$ cat src/rtl/fifo_pkg.sv
// fifo_pkg: shared defaults and helpers for the byte FIFO and its read packer
package fifo_pkg;
  localparam int FIFO_DATA_W = 8;
  localparam int FIFO_PACK = 2;
  function automatic int clog2(input int v);
    int r = 0;
    while ((1 << r) < v) r++;
    return r;
  endfunction
  // low n bits set; sized for the largest supported PACK of 8
  function automatic logic [7:0] keep_mask(input logic [3:0] n);
    return 8'((9'd1 << n) - 9'd1);
  endfunction
endpackage

$ cat src/rtl/fifo_read_packer_if.sv
// fifo_read_packer_if: FIFO read port, flush pulse and packed output stream
interface fifo_read_packer_if import fifo_pkg::*; #(
  parameter int DATA_W = FIFO_DATA_W,
  parameter int PACK = FIFO_PACK,
  parameter int CNT_W = 16
);
  logic fifo_empty;
  logic [DATA_W-1:0] fifo_dataout;
  logic fifo_rden;
  logic flush;
  logic out_ready;
  logic out_valid;
  logic [DATA_W*PACK-1:0] out_data;
  logic [PACK-1:0] out_keep;
  logic [CNT_W-1:0] words_out;
  modport master (input fifo_empty, fifo_dataout, flush, out_ready, output fifo_rden, out_valid, out_data, out_keep, words_out);
  modport slave (output fifo_empty, fifo_dataout, flush, out_ready, input fifo_rden, out_valid, out_data, out_keep, words_out);
endinterface

$ cat src/rtl/fifo_read_packer.sv
// fifo_read_packer: reads the byte FIFO and packs PACK lanes per output word, with partial flush
module fifo_read_packer import fifo_pkg::*; #(
  parameter int DATA_W = FIFO_DATA_W,
  parameter int PACK = FIFO_PACK,
  parameter int CNT_W = 16
) (
  input logic clk,
  input logic reset,
  fifo_read_packer_if.master bus
);
  localparam int LW = clog2(PACK + 1);
  localparam logic [LW:0] PK = PACK[LW:0];
  logic [LW-1:0] r_lanes;
  logic r_inflight, r_flush_pend, r_out_valid;
  logic [DATA_W*PACK-1:0] r_asm, r_out_data;
  logic [PACK-1:0] r_out_keep;
  logic [CNT_W-1:0] r_words;
  logic w_free, w_xfer, w_fl, w_load, w_accept;
  logic [LW:0] w_sum;
  assign w_free = !r_out_valid || bus.out_ready;
  assign w_xfer = ({1'b0, r_lanes} == PK) && w_free;
  assign w_fl = r_flush_pend && !r_inflight && w_free;
  assign w_load = w_xfer || (w_fl && r_lanes != '0);
  assign w_accept = r_out_valid && bus.out_ready;
  assign w_sum = {1'b0, r_lanes} + {{LW{1'b0}}, r_inflight} - (w_xfer ? PK : '0);
  // gated by reset so the request is low the moment reset asserts
  assign bus.fifo_rden = !reset && !bus.fifo_empty && !r_flush_pend && (w_sum < PK);
  assign bus.out_valid = r_out_valid;
  assign bus.out_data = r_out_data;
  assign bus.out_keep = r_out_keep;
  assign bus.words_out = r_words;
  always_ff @(posedge clk or posedge reset)
    if (reset) begin
      r_lanes <= '0;
      r_asm <= '0;
    end else if (w_load) begin
      r_lanes <= '0;
      r_asm <= '0;
    end else if (r_inflight) begin
      r_asm[r_lanes*DATA_W +: DATA_W] <= bus.fifo_dataout;
      r_lanes <= r_lanes + 1'b1;
    end
  always_ff @(posedge clk or posedge reset)
    if (reset) begin
      r_out_valid <= 1'b0;
      r_out_data <= '0;
      r_out_keep <= '0;
      r_words <= '0;
    end else begin
      if (w_load) begin
        r_out_valid <= 1'b1;
        r_out_data <= r_asm;
        r_out_keep <= PACK'(keep_mask(4'(r_lanes)));
      end else if (w_accept) r_out_valid <= 1'b0;
      if (w_accept) r_words <= r_words + 1'b1;
    end
  always_ff @(posedge clk or posedge reset)
    if (reset) begin
      r_inflight <= 1'b0;
      r_flush_pend <= 1'b0;
    end else begin
      r_inflight <= bus.fifo_rden;
      r_flush_pend <= (bus.flush && (r_lanes != '0 || r_inflight)) || (r_flush_pend && !w_fl);
    end
endmodule
$ cat src/flat_wrapper.sv
// flat-port wrapper written by rule: the top's interface ports become plain ports
module fifo_read_packer_flat import fifo_pkg::*;
#(
  parameter int DATA_W = FIFO_DATA_W,
  parameter int PACK = FIFO_PACK,
  parameter int CNT_W = 16
)
  (clk, reset, bus_fifo_empty, bus_fifo_dataout, bus_flush, bus_out_ready, bus_fifo_rden, bus_out_valid, bus_out_data, bus_out_keep, bus_words_out);
  fifo_read_packer_if #(.DATA_W(DATA_W), .PACK(PACK), .CNT_W(CNT_W)) bus_i ();
  input logic clk;
  input logic reset;
  input wire logic [$bits(bus_i.fifo_empty)-1:0] bus_fifo_empty;
  input wire logic [$bits(bus_i.fifo_dataout)-1:0] bus_fifo_dataout;
  input wire logic [$bits(bus_i.flush)-1:0] bus_flush;
  input wire logic [$bits(bus_i.out_ready)-1:0] bus_out_ready;
  output wire logic [$bits(bus_i.fifo_rden)-1:0] bus_fifo_rden;
  output wire logic [$bits(bus_i.out_valid)-1:0] bus_out_valid;
  output wire logic [$bits(bus_i.out_data)-1:0] bus_out_data;
  output wire logic [$bits(bus_i.out_keep)-1:0] bus_out_keep;
  output wire logic [$bits(bus_i.words_out)-1:0] bus_words_out;
  assign bus_i.fifo_empty = bus_fifo_empty;
  assign bus_i.fifo_dataout = bus_fifo_dataout;
  assign bus_i.flush = bus_flush;
  assign bus_i.out_ready = bus_out_ready;
  assign bus_fifo_rden = bus_i.fifo_rden;
  assign bus_out_valid = bus_i.out_valid;
  assign bus_out_data = bus_i.out_data;
  assign bus_out_keep = bus_i.out_keep;
  assign bus_words_out = bus_i.words_out;
  fifo_read_packer #(.DATA_W(DATA_W), .PACK(PACK), .CNT_W(CNT_W)) u_core (.clk(clk), .reset(reset), .bus(bus_i));
endmodule
$ cat config.mk
export PLATFORM = sky130hd
export DESIGN_NAME = fifo_read_packer_flat
export DESIGN_NICKNAME = d
export VERILOG_FILES = /design/src/rtl/fifo_pkg.sv /design/src/rtl/fifo_read_packer_if.sv /design/src/rtl/fifo_read_packer.sv /design/src/flat_wrapper.sv
export SDC_FILE = /design/constraint.sdc
export NUM_CORES = 1
export LEC_CHECK = 0
export ABC_AREA = 1
export BUFFER_PORTS_ARGS = -buffer_cell sky130_fd_sc_hd__buf_2
export CAP_MARGIN = 10
export CORE_UTILIZATION = 58
export DETAILED_ROUTE_END_ITERATION = 16
export PLACE_DENSITY = 0.83
export SLEW_MARGIN = 30
export SYNTH_ARGS = -nofsm -noshare
export SYNTH_HDL_FRONTEND = slang
export SYNTH_SLANG_ARGS = --single-unit
$ cat constraint.sdc
create_clock -name clk -period 6.1 [get_ports clk]
set_clock_uncertainty 0.2 [all_clocks]
set_input_delay 0.915 -clock clk [delete_from_list [all_inputs] [get_ports clk]]
set_output_delay 0.915 -clock clk [all_outputs]
set_load 0.02 [all_outputs]
# After elaboration in Yosys (flattened, before gate mapping)
# Index checks and enable logic that the tools add are counted.
word_totals:
  reg_bits: 55
  latchBits: 0
  mem_bits_rw: 0
  rom_bits: 0
  in_bits: 13
  out_inout_bits: 36
  word_cells: 50
  memories: 0
classes:
  addsub: 6
  mul: 0
  div_mod_pow: 0
  magnitude_cmp: 1
  eq_ne: 1
  shift: 3
  muxes: 8
  bitwise_logic: 0
  n_reduce_logical: 23
op_table:
  columns: ["op", "n"]
  rows:
  - ["5-bit negation with 34-bit output", 1]
  - ["8-bit by 34-bit variable shift with 16-bit output, first input constant", 1]
  - ["8-bit by 34-bit indexed part select with 16-bit output", 1]
  - ["16-bit two-way mux", 2]
  - ["16-bit by 1-bit adder with 16-bit output, second input constant", 1]
  - ["16-bit bitwise mux", 1]
  - ["1-bit logical AND", 10]
  - ["1-bit logical NOT", 6]
  - ["2-bit two-way mux", 3]
  - ["2-bit nonzero test", 3]
  - ["1-bit logical OR", 4]
  - ["2-bit by 1-bit adder with 3-bit output", 1]
  - ["3-bit by 2-bit < comparator with 1-bit output, second input constant", 1]
  - ["3-bit subtractor", 1]
  - ["2-bit by 1-bit adder with 2-bit output, second input constant", 1]
  - ["2-bit == test, second input constant", 1]
  - ["1-bit two-way mux", 2]
  - ["1-bit by 2-bit << shifter with 2-bit output, first input constant", 1]
  - ["2-bit by 1-bit subtractor with 2-bit output, second input constant", 1]

# Longest topological paths before layout
depth:
  depth_word: 7
  mapped_depth: 10
  ltp_nobuf: 9

# Worst setup path before layout
# Ideal clock, no wire load.
synth_path:
  path_kind: "input -> output"
  start: "input port reset"
  end: "output port bus_fifo_rden"
  arrival_ns: 2.958
  t_required_ns: 4.985
  setup_slack_ns: 2.027
  cell_stages: 3
  n_path_buf: 0
  cell_sequence: "inv_1 -> nand2_1 -> nor4_1"
synth_between:
  elab_chain_cells: 4
synth_lines:
  columns: ["item", "line", "text"]
  rows:
  - ["start, declared", "flat_wrapper.sv:11", "input logic reset;"]
  - ["1-bit logical NOT", "fifo_read_packer.sv:27", "assign bus.fifo_rden = !reset && !bus.fifo_empty && !r_flush_pend && (w_sum < PK);"]
  - ["1-bit logical AND (3 in series)", "fifo_read_packer.sv:27", null]
  - ["end, declared", "flat_wrapper.sv:16", "output wire logic [$bits(bus_i.fifo_rden)-1:0] bus_fifo_rden;"]
# Every way passes these cells.

# Worst setup path in the final report
layout_path:
  start: "input port bus_out_ready"
  end: "output port bus_fifo_rden"
layout_between:
  elab_chain_cells: 6
layout_lines:
  columns: ["item", "line", "text"]
  rows:
  - ["start, declared", "flat_wrapper.sv:15", "input wire logic [$bits(bus_i.out_ready)-1:0] bus_out_ready;"]
  - ["1-bit logical OR", "fifo_read_packer.sv:20", "assign w_free = !r_out_valid || bus.out_ready;"]
  - ["1-bit logical AND", "fifo_read_packer.sv:21", "assign w_xfer = ({1'b0, r_lanes} == PK) && w_free;"]
  - ["2-bit two-way mux", "fifo_read_packer.sv:25", "assign w_sum = {1'b0, r_lanes} + {{LW{1'b0}}, r_inflight} - (w_xfer ? PK : '0);"]
  - ["3-bit subtractor", "fifo_read_packer.sv:25", null]
  - ["3-bit by 2-bit < comparator with 1-bit output", "fifo_read_packer.sv:27", null]
  - ["1-bit logical AND", "fifo_read_packer.sv:27", null]
# Every way passes these cells.

==> summary.txt <==
GRT Residual Overflow - 0
vias post-DR - 1,945
first-pass GRT wire length - 7810 um
Seq. cell area - 1376 um^2
Fmax achieved - 280.9 MHz
hold_buf cts - 0
vias in the first global route - 1,813
status - finished, final reports clean
multi-input logic area - 962.2 um^2
Startpoint Class - input port
Num CTS Buffers - 5
main combinational cell family by area after synthesis - simple AND/OR/NAND/NOR gates
Setup TNS Final - 0 ps
CTS clk-pin slew, worst paths - 90 ps
Avg Vias per Cell - 5.146
top cell type by total area after synthesis - dfrtp_1
cts repair resizes - 0
HP Start - u_core.bus.out_data[10]$_DFFE_PP0N_
row count - 23
Leak - 1.627 nW
detailed placer's ending HPWL - 3330 um
HP Class - reg -> reg
R2R Path Start - u_core.r_lanes[0]$_DFFE_PP0P_
top-area cell type share of the netlist area - 55.61%
I/O Buffers - 48
Tightest Pin Transition - 672.7 ps
max-slew violations - 0
R2R Setup Slk - 3860 ps
filler instances - 333
layout cells sized above 1 - 22.87%
simple-gate share of the synthesized area - 27.86%
Post-Syn Area - 2475 um^2
#FFs+latches synth - 55
Die X - 67.32 um
P&R area growth vs syn - 14.71%
drt wl/cell - 12.25 um
hold_ws - 269.9 ps
Initial Util - 60.99%
post-synthesis mux area share - 0.4550%
minimum clock period - 3560 ps
die area - 4532 um^2
hold depth - 2
distinct cell type count after synthesis - 25
Hold Vio Cnt, Final - 0
crit path max fanout - 4
register area share after synthesis - 55.61%
Synth Warn # - 0
Worst IR Drop VDD - 0.0002782 V
DRT Wirelength - 4629 um
Final GP Congestion - 0.7621
Setup Buffers After CTS - 0
Compound-Gate Fraction of Synth Area - 2.781%
slew margin rel. - 55.15%
synthesized netlist cell count - 276
WP data arrival - 2440 ps
# placed instances - 370
Final Cycle Share - 58.36%
WS Path Type - in -> out
Iter 0 DRT Violations - 97
n_diodes - 0
overall global routing resource usage - 23.50%
syn nets - 296
DRT antenna net count - 0
I/O pin count - 49
clock buffer depth - 2
count of final setup violators - 0
Hold Crit Endpoint - u_core.bus.out_data[10]$_DFFE_PP0N_
Core Region - 4058 um^2
unrepaired setup endpoints after global routing - no
ranking of synthesized cells by area - dfrtp_1 56%, nand2_1 17%, ha_1 3.5%
pin count of the biggest net entering global routing - 57
Detailed Routing Iterations Pass 1 - 4
max cap viols - 0
CP required - 4980 ps
Crit. End Element - output pin
Reg2Reg Depth - 8
nets - 347
initial antenna violation count - 0
CTS sink cnt - 55
non-filler cells, final - 378
CTS tree - built
most frequent cells in the layout - 112 x nand2_1, 55 x dfrtp_1, 48 x buf_2, 20 x inv_1, 17 x nand3_1
worst skew pair latency - 310 ps
power per standard cell area - 393.7 nW/um^2
drt drc - 0
most common cell after layout, fill and taps aside - nand2_1
Post-Synth Adder-Cell Area - 3.539%
root buf cell - clkbuf_8
final core utilization - 69.97%
Synth Area in XOR/XNOR - 4.247%
H-tree depth - 2
die height - 67.32 um
RR Endpoint - u_core.r_asm[1]$_DFFE_PP0P_
syn avg cell area - 8.967 um^2
-- state kept, by name, indices dropped and copies added, names as in the netlist --
signal,flops
u_core.r_lanes,2
u_core.bus.out_keep,2
u_core.bus.out_data,16
u_core.bus.out_valid,1
u_core.r_flush_pend,1
u_core.bus.words_out,16
u_core.r_asm,16
u_core.r_inflight,1
-- layout make-up --
cell class / instances / area share (%)
flip-flops and latches: 55 / 48.48
repair buffers: 49 / 8.726
well taps: 50 / 2.204
clock inverters: 1 / 0.2644
inverters: 23 / 3.041
multi-input cells: 193 / 33.89
clock buffers: 7 / 3.394
-- stage by stage --
stage / total power, mW / setup slack, ps / cell area (um^2)
after global routing: 1.192 / 2411 / 2839
after global placement: 0.8865 / 2632 / 2735
after floorplan: 0.8149 / 2027 / 2475
after CTS: 1.126 / 2524 / 2839
final: 1.118 / 2540 / 2839
after detailed placement: 0.9071 / 2533 / 2735
-- power breakdown --
part | internal (mW) | switching, mW
registers | 0.448 | 0.0695
logic | 0.122 | 0.260
clock network | 0.103 | 0.115
total | 0.673 | 0.444
-- worst max-delay path, stage by stage --
cell and delay (ps):
buf_2 100, inv_1 50, nand2_2 100, nand2_2 80
ha_1 280, inv_1 40, ha_1 260, nand2_1 50
nor4_1 330, buf_2 230
-- synth_stat cells --
master	instances
nand2_1	112
dfrtp_1	55
inv_1	21
nand3_1	17
nor2_1	11
o21ai_0	10
xor2_1	9
ha_1	7
nor2_2	6
buf_6	4
nand2_2	4
xnor2_1	3
a21oi_1	2
inv_2	2
nand4_1	2
nor3_1	2
a22o_1	1
buf_2	1
mux2_2	1
nand3_2	1
nand3b_1	1
nand4_2	1
nor2_4	1
nor3_2	1
nor4_1	1
-- layer usage --
layer  track usage (%)  routed length, um  part of all wire (%)  vias to the layer above
li1                  -                  -                     -                      959
met3             5.743                254                   5.5                        6
met1             27.75               1996                    43                      931
met2             41.50               2318                    50                       49
met4             7.979                 59                   1.3                        0
met5                 0                  0                     0                        -
-- cell families after synthesis --
| logic type | count (synthesis) |
|---|---|
| compound gates | 13 |
| mux | 1 |
| buf+inv | 28 |
| xor+xnor | 12 |
| flops | 55 |
| simple gates | 160 |
| fa+ha+maj | 7 |
-- how the worst max path moves through the flow --
stage,start,to,slack (ps),depth (start not counted)
4_1_cts,bus_out_ready,bus_fifo_rden,2520,10
3_3_place_gp,bus_out_ready,bus_fifo_rden,2630,10
6_report,bus_out_ready,bus_fifo_rden,2540,10
5_1_grt,bus_out_ready,bus_fifo_rden,2410,10
2_1_floorplan,reset,bus_fifo_rden,2030,3
3_5_place_dp,bus_out_ready,bus_fifo_rden,2530,10
No activity file was read; power rests on OpenSTA's default activity.
